### src/rtl/seven_seg_scroller_pkg.sv
// Shared symbol codes, symbol width and scroller state encodings.
// Codes 0-F are hex digits; the SYM_* codes are also used by the decoder.
package seven_seg_scroller_pkg;

  localparam int unsigned SYM_W = 5;

  localparam logic [SYM_W-1:0] SYM_E     = 5'h0E;
  localparam logic [SYM_W-1:0] SYM_BLANK = 5'h10;
  localparam logic [SYM_W-1:0] SYM_DASH  = 5'h11;
  localparam logic [SYM_W-1:0] SYM_H     = 5'h12;
  localparam logic [SYM_W-1:0] SYM_L     = 5'h13;
  localparam logic [SYM_W-1:0] SYM_O     = 5'h14;
  localparam logic [SYM_W-1:0] SYM_P     = 5'h15;
  localparam logic [SYM_W-1:0] SYM_U     = 5'h16;

  typedef enum logic {
    SCROLL_IDLE = 1'b0,
    SCROLL_RUN  = 1'b1
  } scroll_state_e;

  // Dot is low-active: 0 = lit.
  typedef struct packed {
    logic             dot;
    logic [SYM_W-1:0] sym;
  } sym_entry_t;

endpackage

### src/rtl/seven_seg_scroller_tick_gen.sv
// Scroll-step prescaler: counts 0..TICK_DIV-1 while enabled, one-cycle tick_o on wrap.
module scroll_tick_gen #(
  parameter int unsigned TICK_DIV = 25000000
) (
  input  logic clk_i,
  input  logic rst_n_i,
  input  logic en_i,
  input  logic restart_i,
  output logic tick_o
);

  localparam int unsigned TW = $clog2(TICK_DIV);

  logic [TW-1:0] cnt_q, cnt_d;
  logic          at_top;

  assign at_top = (cnt_q == TW'(TICK_DIV - 1));
  assign tick_o = en_i && !restart_i && at_top;

  always_comb begin
    cnt_d = cnt_q;
    if (restart_i)
      cnt_d = '0;
    else if (en_i)
      cnt_d = at_top ? '0 : cnt_q + TW'(1);
  end

  always_ff @(posedge clk_i or negedge rst_n_i) begin
    if (!rst_n_i) cnt_q <= '0;
    else          cnt_q <= cnt_d;
  end

endmodule

### src/rtl/seven_seg_scroller.sv
// Buffered message scroller feeding NUM_DIGITS seven-segment decoders.
// Optional SCROLL_ONESHOT_EN: stop after one pass and pulse done_o.
module seven_seg_scroller
  import seven_seg_scroller_pkg::*;
#(
  parameter int unsigned NUM_DIGITS = 6,
  parameter int unsigned DEPTH      = 16,
  parameter int unsigned TICK_DIV   = 25000000
) (
  input  logic                        clk_i,
  input  logic                        rst_n_i,
  input  logic                        wr_valid_i,
  input  logic [SYM_W-1:0]            wr_sym_i,
  input  logic                        wr_dot_i,
  output logic                        wr_ready_o,
  input  logic                        clear_i,
  input  logic                        start_i,
  input  logic                        scroll_en_i,
  output logic [NUM_DIGITS*SYM_W-1:0] digits_o,
  output logic [NUM_DIGITS-1:0]       dots_o,
  output logic                        busy_o,
  output logic                        done_o
);

  localparam int unsigned PW = $clog2(DEPTH + NUM_DIGITS);
  localparam int unsigned CW = $clog2(DEPTH + 1);
  localparam int unsigned AW = $clog2(DEPTH);

  scroll_state_e                 state_q, state_d;
  logic [CW-1:0]                 count_q, count_d;
  logic [PW-1:0]                 pos_q, pos_d;
  sym_entry_t                    buf_q [DEPTH];
  logic [NUM_DIGITS*SYM_W-1:0]   digits_q, digits_d;
  logic [NUM_DIGITS-1:0]         dots_q, dots_d;
  logic [PW:0]                   count_ext, period, idx;
  sym_entry_t                    entry;
  logic                          wr_fire, start_go, tick, wrap;

  assign wr_ready_o = (state_q == SCROLL_IDLE) && (count_q < CW'(DEPTH));
  assign wr_fire    = wr_valid_i && wr_ready_o && !clear_i;
  assign start_go   = !clear_i && start_i && (state_q == SCROLL_IDLE) && (count_q != '0);
  assign count_ext  = (PW+1)'(count_q);
  assign period     = count_ext + (PW+1)'(NUM_DIGITS);
  assign wrap       = tick && ({1'b0, pos_q} == period - (PW+1)'(1));
  assign busy_o     = (state_q == SCROLL_RUN);
  assign digits_o   = digits_q;
  assign dots_o     = dots_q;

  scroll_tick_gen #(
    .TICK_DIV (TICK_DIV)
  ) u_tick (
    .clk_i     (clk_i),
    .rst_n_i   (rst_n_i),
    .en_i      ((state_q == SCROLL_RUN) && scroll_en_i),
    .restart_i (start_go || clear_i),
    .tick_o    (tick)
  );

  always_comb begin
    state_d = state_q;
    count_d = count_q;
    pos_d   = pos_q;
    if (clear_i) begin
      state_d = SCROLL_IDLE;
      count_d = '0;
      pos_d   = '0;
    end else begin
      if (wr_fire) count_d = count_q + CW'(1);
      if (start_go) begin
        state_d = SCROLL_RUN;
        pos_d   = '0;
      end else if (state_q == SCROLL_RUN && tick) begin
        if (wrap) begin
          pos_d = '0;
`ifdef SCROLL_ONESHOT_EN
          state_d = SCROLL_IDLE;
`endif
        end else begin
          pos_d = pos_q + PW'(1);
        end
      end
    end
  end

  // Window index wraps with one conditional subtract: pos < PERIOD and k < NUM_DIGITS <= PERIOD.
  always_comb begin
    digits_d = {NUM_DIGITS{SYM_BLANK}};
    dots_d   = '1;
    idx      = '0;
    entry    = '0;
    if (state_q == SCROLL_RUN && !clear_i) begin
      for (int unsigned k = 0; k < NUM_DIGITS; k++) begin
        idx = {1'b0, pos_q} + (PW+1)'(k);
        if (idx >= period) idx = idx - period;
        if (idx < count_ext) begin
          entry = buf_q[idx[AW-1:0]];
          digits_d[SYM_W*(NUM_DIGITS-1-k) +: SYM_W] = entry.sym;
          dots_d[NUM_DIGITS-1-k]                    = entry.dot;
        end
      end
    end
  end

  always_ff @(posedge clk_i or negedge rst_n_i) begin
    if (!rst_n_i) begin
      state_q  <= SCROLL_IDLE;
      count_q  <= '0;
      pos_q    <= '0;
      digits_q <= {NUM_DIGITS{SYM_BLANK}};
      dots_q   <= '1;
    end else begin
      state_q  <= state_d;
      count_q  <= count_d;
      pos_q    <= pos_d;
      digits_q <= digits_d;
      dots_q   <= dots_d;
    end
  end

  always_ff @(posedge clk_i) begin
    if (wr_fire) buf_q[count_q[AW-1:0]] <= '{dot: wr_dot_i, sym: wr_sym_i};
  end

`ifdef SCROLL_ONESHOT_EN
  logic done_q;

  always_ff @(posedge clk_i or negedge rst_n_i) begin
    if (!rst_n_i) done_q <= 1'b0;
    else          done_q <= !clear_i && (state_q == SCROLL_RUN) && wrap;
  end

  assign done_o = done_q;
`else
  assign done_o = 1'b0;
`endif

endmodule
### config.mk
export PLATFORM = sky130hd
export DESIGN_NAME = seven_seg_scroller
export DESIGN_NICKNAME = d
export VERILOG_FILES = /design/src/rtl/seven_seg_scroller_pkg.sv /design/src/rtl/seven_seg_scroller_tick_gen.sv /design/src/rtl/seven_seg_scroller.sv
export SDC_FILE = /design/constraint.sdc
export NUM_CORES = 1
export LEC_CHECK = 0
export ABC_AREA = 1
export ABC_CLOCK_PERIOD_IN_PS = 5500
export BUFFER_PORTS_ARGS = -buffer_cell sky130_fd_sc_hd__clkbuf_2
export CORE_AREA = 2 2 254 194
export DETAILED_ROUTE_END_ITERATION = 16
export DIE_AREA = 0 0 256 196
export SYNTH_ARGS = -nofsm -noshare
export SYNTH_HDL_FRONTEND = slang
export SYNTH_HIERARCHICAL = 1
export SYNTH_SLANG_ARGS = --single-unit
### constraint.sdc
create_clock -name clk_i -period 5.5 [get_ports clk_i]
set_clock_uncertainty 0.2 [all_clocks]
set_input_delay 1.1 -clock clk_i [delete_from_list [all_inputs] [get_ports clk_i]]
set_output_delay 1.1 -clock clk_i [all_outputs]
set_load 0.01 [all_outputs]
Word-level counts from Yosys, hierarchy flattened:

Memory sizes are Yosys's and may differ from the RTL's.
Cells that the tools add are included.

* output and inout bits: 39
* word-level logic and storage cells: 98
* memories kept: 1
* register bits after elaboration: 72
* input port bits: 12
* RAM bits: 96

* reductions and logical operators: 20
* muxes and demuxes: 39
* add/subtract/negate cells: 16
* $lt $le $gt $ge: 13
* bitwise gates (word level): 1
* equality and inequality tests: 2

Memories
* buf_q: depth 16, width 6, read ports 6, clocked after Yosys merged registers in 0, wr ports 1, RTL line seven_seg_scroller.sv:32 `sym_entry_t buf_q [DEPTH];`

Operators by type and width (number)
* two-way mux 6 bit: 13
* two-way mux 25 bit: 3
* two-way mux 5 bit: 12
* less-than comparator 6 x 5 -> 1 bit: 6
* >= comparator 6 bit: 5
* two-way mux 30 bit: 1
* subtractor 6 bit: 5
* adder 25 x 1 -> 25 bit, second input constant: 1
* == test 25 bit, second input constant: 1
* adder 5 x 3 -> 6 bit, second input constant: 3
* adder 5 x 2 -> 6 bit, second input constant: 2
* logical AND 1 bit: 12
* adder 5 x 1 -> 5 bit, second input constant: 2
* two-way mux 1 bit: 10
* adder 5 x 1 -> 6 bit, second input constant: 1
* == test 5 x 6 -> 1 bit: 1
* >= comparator 5 x 6 -> 1 bit: 1
* nonzero test 2 bit: 3
* subtractor 5 x 6 -> 6 bit: 1
* subtractor 6 x 1 -> 6 bit, second input constant: 1
* less-than comparator 5 bit, second input constant: 1
* nonzero test 5 bit: 1
* nonzero test 3 bit: 1
* logical NOT 1 bit: 2
* other kinds (2): 2

Logic depth before layout (Yosys ltp):

Gate-level depths: netlist of run 1.

* depth after elaboration: 13
* mapped depth: 28
* mapped depth without buffers: 26

Modules after synthesis:

Netlist of run 1, hierarchy kept.

Modules (own cells, without submodules)
* seven_seg_scroller: area an instance 13470.4 um^2, sequential area each 4073.9 um^2, cells each 2020, times used 1
* scroll_tick_gen: area an instance 1612.8 um^2, sequential area each 625.6 um^2, cells each 218, times used 1

Worst setup path before layout of run 1:

Ideal clock, no wire load.

* path type: register to register
* start point: register count_q[1]
* end point: register digits_q[10], in the netlist digits_o[10]
* period minus slack after synthesis: 4042 ps
* buffers on the path: 1
* data required time: 5228 ps
* setup slack: 1458 ps
* cell stages (with the launch flop): 22
* setup time: 72 ps
* arrival: 3770 ps
* cells stage by stage: dfrtp_1 inv_1 ha_1 inv_1 nand2_1 nand2_1 ha_1 a21oi_1 o21ai_0 nor2_1 nand2_1 nand2_2 nand2_4 buf_6 o21ai_2 inv_1 ha_1 a21oi_1 o211ai_1 a21oi_4 nand3_1 nor2_1

* word-level cells in the longest chain between the ends: 7
* elaborated cells on any way between the ends: 9
* those cells by class: add/sub: 2; order compare: 2; mux: 4; memory: 1

RTL lines
* start, declared: RTL line seven_seg_scroller.sv:30 `logic [CW-1:0] count_q, count_d;`
* start signal, assigned: RTL line seven_seg_scroller.sv:113 `count_q <= count_d;`
* adder 5 x 3 -> 6 bit: RTL line seven_seg_scroller.sv:43 `assign period = count_ext + (PW+1)'(NUM_DIGITS);`
* subtractor 6 bit / >= comparator 6 bit (equally long branches): RTL line seven_seg_scroller.sv:94 `if (idx >= period) idx = idx - period;`
* two-way mux 6 bit: RTL line seven_seg_scroller.sv:94
* two-way mux 6 bit: RTL line seven_seg_scroller.sv:91 `if (state_q == SCROLL_RUN && !clear_i) begin`
* memory read (16 x 6 bit) / less-than comparator 6 x 5 -> 1 bit (equally long branches)
* two-way mux 5 bit *: RTL line seven_seg_scroller.sv:95 `if (idx < count_ext) begin`
* two-way mux 30 bit *: RTL line seven_seg_scroller.sv:91
* net digits_d[10]: RTL line seven_seg_scroller.sv:33 `logic [NUM_DIGITS*SYM_W-1:0] digits_q, digits_d;`
* end signal, assigned: RTL line seven_seg_scroller.sv:109 `digits_q <= {NUM_DIGITS{SYM_BLANK}};`
* end signal, assigned: RTL line seven_seg_scroller.sv:115 `digits_q <= digits_d;`
* end, declared: RTL line seven_seg_scroller.sv:33

Mark *: on every way through the listed nets, which the timed path passes. The rest lies on a longest branch. The select of a mux whose other input is x is not followed.
A chain may end at the register's enable or synchronous reset.

Worst setup path after layout of run 1:

* start point: register count_q[3]
* end point: register digits_q[10], in the netlist digits_o[10]

Same word-level chain as after synthesis.

==> flow_metrics.tcl, run 1 <==
set metrics [dict create \
    outcome "complete, no violations" \
    grt_max_degree 50 \
    wl_um 65800 \
    synth-seq-cells 168 \
    synth_area_leaders "nand3_1 (21%), edfxtp_1 (19%), nand2_1 (19%)" \
    ys_warn_count 6 \
    hp-class "flop to flop" \
    dieArea_sq_um 50200 \
    routedWlPerCell_um 22.8 \
    critPathBufInv 2 \
    grt_pass1_vias 14700 \
    synth-edff-count 96 \
    die_h_um 196 \
    r2r_slack_ns 0.59 \
    cts_made_buffers 17 \
    syn_avg_cell_area_sq_um 6.74 \
    ir_drop_uv 163 \
    finalHoldViolations 0 \
    synth_top_cell_by_area "nand3_1" \
    synth_nets 2318 \
    gr-total-overflow 0 \
    clockBufferDepth 2 \
    drc_errors 0 \
    slowest_stage "dfrtp_1" \
    crit_arrival_ns 5.09 \
    finalNetCount 2310 \
    powerDensity_nw_per_um2 251 \
    firstDrtPassIters 8 \
    hold_end "u_tick/cnt_q[1]" \
    synth_cell_types 47 \
    r2r-end "digits_o[10]" \
    period_needed_ns 4.91 \
    grtUsageTotal_pct 25.9 \
    worstMarginPinSlew_ns 1.06 \
    synthSimpleGateAreaFrac_pct 46.3 \
    cp_cell_sequence "inv_1 -> nand2_1 -> nand2_1 -> ha_1 -> a21oi_1 -> o21ai_0 -> nor2_1 -> nand2_1 -> nand2_2 -> nand2_4 -> o21ai_2 -> inv_1 -> ha_1 -> a21oi_1 -> o211ai_1 -> a21oi_4 -> nand3_1 -> nor2_1" \
    grt_pass1_wl_um 96600 \
    cp_top_family "compound AO/OA/AOI/OAI gates" \
    vias 16300 \
    initial_core_util_pct 31.5 \
    p_leak_nw 7.29 \
    finish.utilization_pct 34.0 \
    setup_tns_ns 0 \
    syn_inst 2238 \
    crit_top_cell "nand2_1" \
    fill_cells 5128 \
    worstHoldPathCells 2 \
    crit_path_end_kind "flop" \
    slew_headroom_pct 29.6 \
    ys_seq_area_share_pct 31.2 \
    fmax_mhz 204 \
    finalMaxSlewViolations 0 \
    port_buffers 49 \
    dr.first_iter.drc_count 2669 \
    clkLatencyLatePin_ns 0.46 \
    ff2ff_path_depth 18 \
    hpwl_um 48800 \
    ctsHtreeMaxLevel 4 \
    async_reset_ff_share_pct 42.9 \
    netlist_area_sq_um 15100 \
    clkTransAtPathRegs_ns 0.08 \
    antenna_left 0 \
    maxCapViolCount 0 \
    synth_top_family_by_area "simple AND/OR/NAND/NOR gates" \
    setup_viol 0 \
    globalplace.congestion 0.981 \
    clock-sinks 168 \
    ys.flop_type "edfxtp_1" \
    drive_gt1_share_pct 10.2 \
    criticalPathCategory "flop to flop" \
    ctsResizeCount 0 \
    synth_top_area_share_pct 20.5 \
    ctsHoldBuffers 0 \
    startpoint_type "flop" \
    placementRows 70 \
    rsz0062_at_grt "no" \
    required_ns 5.67 \
    synth_fa_ha_area_share_pct 5.84 \
    core_sq_um 47900 \
    antenna_found_initial 0 \
    yosys-top-cells-count "nand2_1 (758), nand3_1 (619), inv_1 (156)" \
    routed_via_density 5.65 \
    critPathMaxFanout 14 \
    antenna_cells 0 \
    post-cts-setup-buffer-count 0 \
    period_share_pct 89.3 \
    ctsRootBufferMaster "clkbuf_16" \
    min_from "u_tick/cnt_q[1]" \
    synth.most_common_cell "nand2_1" \
    synthMuxAreaShare_pct 0 \
    syn2layout_area_growth_pct 7.96 \
    synth_compound_area_share_pct 5.47 \
    slowest_delay_ns 0.56 \
    synth-xor-area-share_pct 2.09 \
    rr_startpoint "count_q[3]" \
    fp.dieW_um 256 \
    cts_tree "done" \
    boundaryPins 51 \
]
metal layers:
layer / track usage, % / wire length, um
met3: 8.60 / 9200
met4: 5.89 / 1280
met1: 40.1 / 30700
met2: 33.5 / 24500
met5: 1.63 / 91
cells in the final DEF (no fill, tap or decap), types with 31 or more instances in the layout:
master	n
nor2_1	87
a21oi_1	31
inv_1	156
nand3_1	619
dfrtp_1	60
ha_1	64
nand2_1	758
buf_4	37
edfxtp_1	96
clkbuf_2	48
area by class of cell:
type | instances | area (sq um) | share of cell area, %
Clock inverter | 14 | 165 | 1.01
Timing Repair Buffer | 86 | 538 | 3.30
Multi-Input combinational cell | 1787 | 9000 | 55.3
Clock buffer | 18 | 429 | 2.64
Tap cell | 648 | 811 | 4.98
Inverter | 170 | 638 | 3.92
Sequential cell | 168 | 4700 | 28.9
power by group:
group | switching, mW | internal (mW) | leakage (nW)
clock | 0.577 | 0.681 | 0.288
sequential | 0.0227 | 1.35 | 1.83
combinational | 1.03 | 0.432 | 5.17
total | 1.63 | 2.47 | 7.29
registers in the layout, summed over array words and instances (netlist names):
register / flops
buf_q: 96
busy_o: 1
count_q: 5
digits_o: 30
dots_o: 6
pos_q: 5
u_tick/cnt_q: 25
worst max path at each step:
| stage | startpoint | end | slack [ns] | cells after the start |
|---|---|---|---|---|
| after floorplan | count_q[1] | digits_o[10] | 1.46 | 21 |
| after global routing | count_q[3] | digits_o[10] | 0.28 | 18 |
| final | count_q[3] | digits_o[10] | 0.59 | 18 |
| after CTS | pos_q[1] | digits_o[10] | 0.72 | 18 |
| after global placement | pos_q[1] | digits_o[10] | 0.84 | 18 |
| after detailed placement | pos_q[1] | digits_o[10] | 0.75 | 18 |
metrics by stage:
| stage | cell area (sq um) | hold WS (ns) | total power [mW] | setup slack (ns) | instances |
|---|---|---|---|---|---|
| 2_1_floorplan | 15100 | 0.272 | 2.41 | 1.46 | 2238 |
| 3_3_place_gp | 15700 | 0.291 | 2.80 | 0.843 | 2859 |
| 3_5_place_dp | 15700 | 0.295 | 2.81 | 0.747 | 2859 |
| 4_1_cts | 16300 | 0.314 | 4.08 | 0.725 | 2891 |
| 5_1_grt | 16300 | 0.358 | 4.29 | 0.280 | 2891 |
| 6_report | 16300 | 0.314 | 4.09 | 0.587 | 2891 |
kinds of logic (layout without fill, tap and decap cells):
kind of cell             after synthesis  in the layout
adder cells (fa/ha/maj)               68             68
other                                  1              1
flip-flops                           168            168
XOR/XNOR                              36             36
buffers and inverters                283            288
AND/OR/NAND/NOR                     1557           1557
AO/OA/AOI/OAI                        125            125
worst reg2reg max path: cells and delay by family, from the launching register on:
family | cells | cell delay, ns
compound gates | 6 | 1.36
simple gates | 8 | 1.14
fa+ha+maj | 2 | 0.87
buf+inv | 2 | 0.70
flops | 1 | 0.56
No activity file was read; power rests on OpenSTA's default activity.
==> run 2, diff against run 1 <==
Settings changed: GPL_TIMING_DRIVEN from default to 0.
==> flow_metrics.tcl, run 2 (same netlist as run 1, synthesis figures left out) <==
set metrics [dict create \
    ir_drop_uv 135 \
    clkTransAtPathRegs_ns 0.07 \
    globalplace.congestion 1.03 \
    powerDensity_nw_per_um2 251 \
    core_sq_um 47900 \
    slowest_stage "dfrtp_1" \
    crit_path_end_kind "flop" \
    critPathMaxFanout 10 \
    routed_via_density 5.69 \
    required_ns 5.69 \
    port_buffers 48 \
    p_leak_nw 7.63 \
    cts_tree "done" \
    critPathBufInv 4 \
    placementRows 70 \
    startpoint_type "flop" \
    wl_um 71800 \
    multi_input_area_sq_um 9030 \
    final_common_cell "nand2_1" \
    antenna_found_initial 4 \
    clock-sinks 168 \
    fp.dieW_um 256 \
    setup_viol 0 \
    layout_common_cells "nand2_1 (758), nand3_1 (619), inv_1 (154), edfxtp_1 (96), nor2_1 (87)" \
    fill_cells 5108 \
    boundaryPins 51 \
    period_needed_ns 5.18 \
    finalMaxSlewViolations 0 \
    crit_arrival_ns 5.38 \
    gr-total-overflow 0 \
    hp-class "flop to flop" \
    grt_max_degree 50 \
    grt_pass1_vias 15100 \
    hpwl_um 53700 \
    routedWlPerCell_um 24.2 \
    drc_errors 0 \
    finalHoldViolations 0 \
    fin_area_sq_um 16900 \
    slowest_delay_ns 0.51 \
    largest_register_ffs 96 \
    worstMarginPinSlew_ns 1.35 \
    die_h_um 196 \
    slew_headroom_pct 9.81 \
    seq_area_sq_um 4700 \
    dieArea_sq_um 50200 \
    clockBufferDepth 2 \
    dr.first_iter.drc_count 2571 \
    grt_pass1_wl_um 103000 \
    maxCapViolCount 0 \
    vias 16900 \
    outcome "complete, no violations" \
    firstDrtPassIters 6 \
    fmax_mhz 193 \
    rsz0062_at_grt "no" \
    finalNetCount 2391 \
    setup_tns_ns 0 \
    placed_area_sq_um 16200 \
    clkLatencyLatePin_ns 0.48 \
    ctsRootBufferMaster "clkbuf_16" \
    cts_made_buffers 17 \
    cp_top_family "compound AO/OA/AOI/OAI gates" \
    ctsHtreeMaxLevel 4 \
    syn2layout_area_growth_pct 11.9 \
    drive_gt1_share_pct 13.4 \
    cp_cell_sequence "buf_2 -> clkinvlp_4 -> ha_1 -> a21oi_1 -> xor2_1 -> ha_1 -> a21oi_1 -> o21ai_0 -> nor2_1 -> nand2_1 -> nand2_2 -> nand2_4 -> buf_6 -> o21ai_4 -> inv_1 -> ha_1 -> a21oi_1 -> o211ai_1 -> a21oi_4 -> nand3_1 -> nor2_1" \
    antenna_left 0 \
    criticalPathCategory "flop to flop" \
    grtUsageTotal_pct 28.2 \
    period_share_pct 94.2 \
    initial_core_util_pct 31.5 \
]
-- run 2: per-layer routing --
layer / global-route usage, % / routed length, um / vias up
met1: 42.5 / 32500 / 8010
met4: 10.5 / 2620 / 4
met2: 37.9 / 27500 / 1129
met5: 0 / 26 / -
met3: 7.20 / 9200 / 169
li1: - / - / 7597
-- run 2: layout make-up --
cell class | instances | share of cell area (%)
inverters | 170 | 3.83
well taps | 648 | 4.80
diodes | 1 | 0.0148
repair buffers | 54 | 1.82
clock inverters | 15 | 1.22
flip-flops and latches | 168 | 27.9
clock buffers | 17 | 2.52
plain buffers | 113 | 4.40
multi-input cells | 1787 | 53.5
-- run 2: path summary, 6_finish.rpt --
path	cells past startpoint	from	slack [ns]	to
setup / recovery	21	pos_q[1]	0.32	digits_o[12]
hold / removal	1	u_tick/cnt_q[0]	0.31	u_tick/cnt_q[0]
setup reg to reg	21	pos_q[1]	0.32	digits_o[12]
hold reg to reg	1	u_tick/cnt_q[0]	0.31	u_tick/cnt_q[0]
max in group asynchronous	2	rst_n_i	4.04	digits_o[29]
min in group asynchronous	1	rst_n_i	0.36	digits_o[17]
-- run 2: through the flow --
step / hold WS, ns / instances / utilization (%) / setup WS (ns) / total power [mW]
2_1_floorplan: 0.272 / 2238 / - / 1.46 / 2.41
3_3_place_gp: 0.293 / 2934 / 33.7 / -0.430 / 2.87
3_5_place_dp: 0.299 / 2935 / 33.8 / -0.508 / 2.88
4_1_cts: 0.314 / 2968 / 35.1 / 0.0377 / 4.21
5_1_grt: 0.362 / 2972 / 35.2 / 0.0272 / 4.43
6_report: 0.312 / 2973 / 35.2 / 0.316 / 4.23
-- run 2: report_power, final --
part	internal (mW)	switching [mW]	leakage, nW
combinational	0.480	1.03	5.50
clock	0.698	0.637	0.302
sequential	1.35	0.0321	1.83
total	2.53	1.70	7.63
-- run 2: worst reg2reg max path, cell delays in order, from the launching register on --
cell        delay, ns
dfrtp_1          0.51
buf_2            0.36
clkinvlp_4       0.24
ha_1             0.24
a21oi_1          0.21
xor2_1           0.38
ha_1             0.35
a21oi_1          0.14
o21ai_0          0.15
nor2_1           0.13
nand2_1          0.08
nand2_2          0.11
nand2_4          0.08
buf_6            0.16
o21ai_4          0.29
inv_1            0.28
ha_1             0.37
a21oi_1          0.17
o211ai_1         0.14
a21oi_4          0.27
nand3_1          0.15
nor2_1           0.11
-- run 2: timing repair --
| action | CTS | global route |
|---|---|---|
| setup endpoints to repair | 23 | 17 |
| buffers inserted | 1 | 4 |
| resized for setup | 2 | 4 |
| pin swaps | 0 | 0 |
| hold buffers | 0 | 0 |
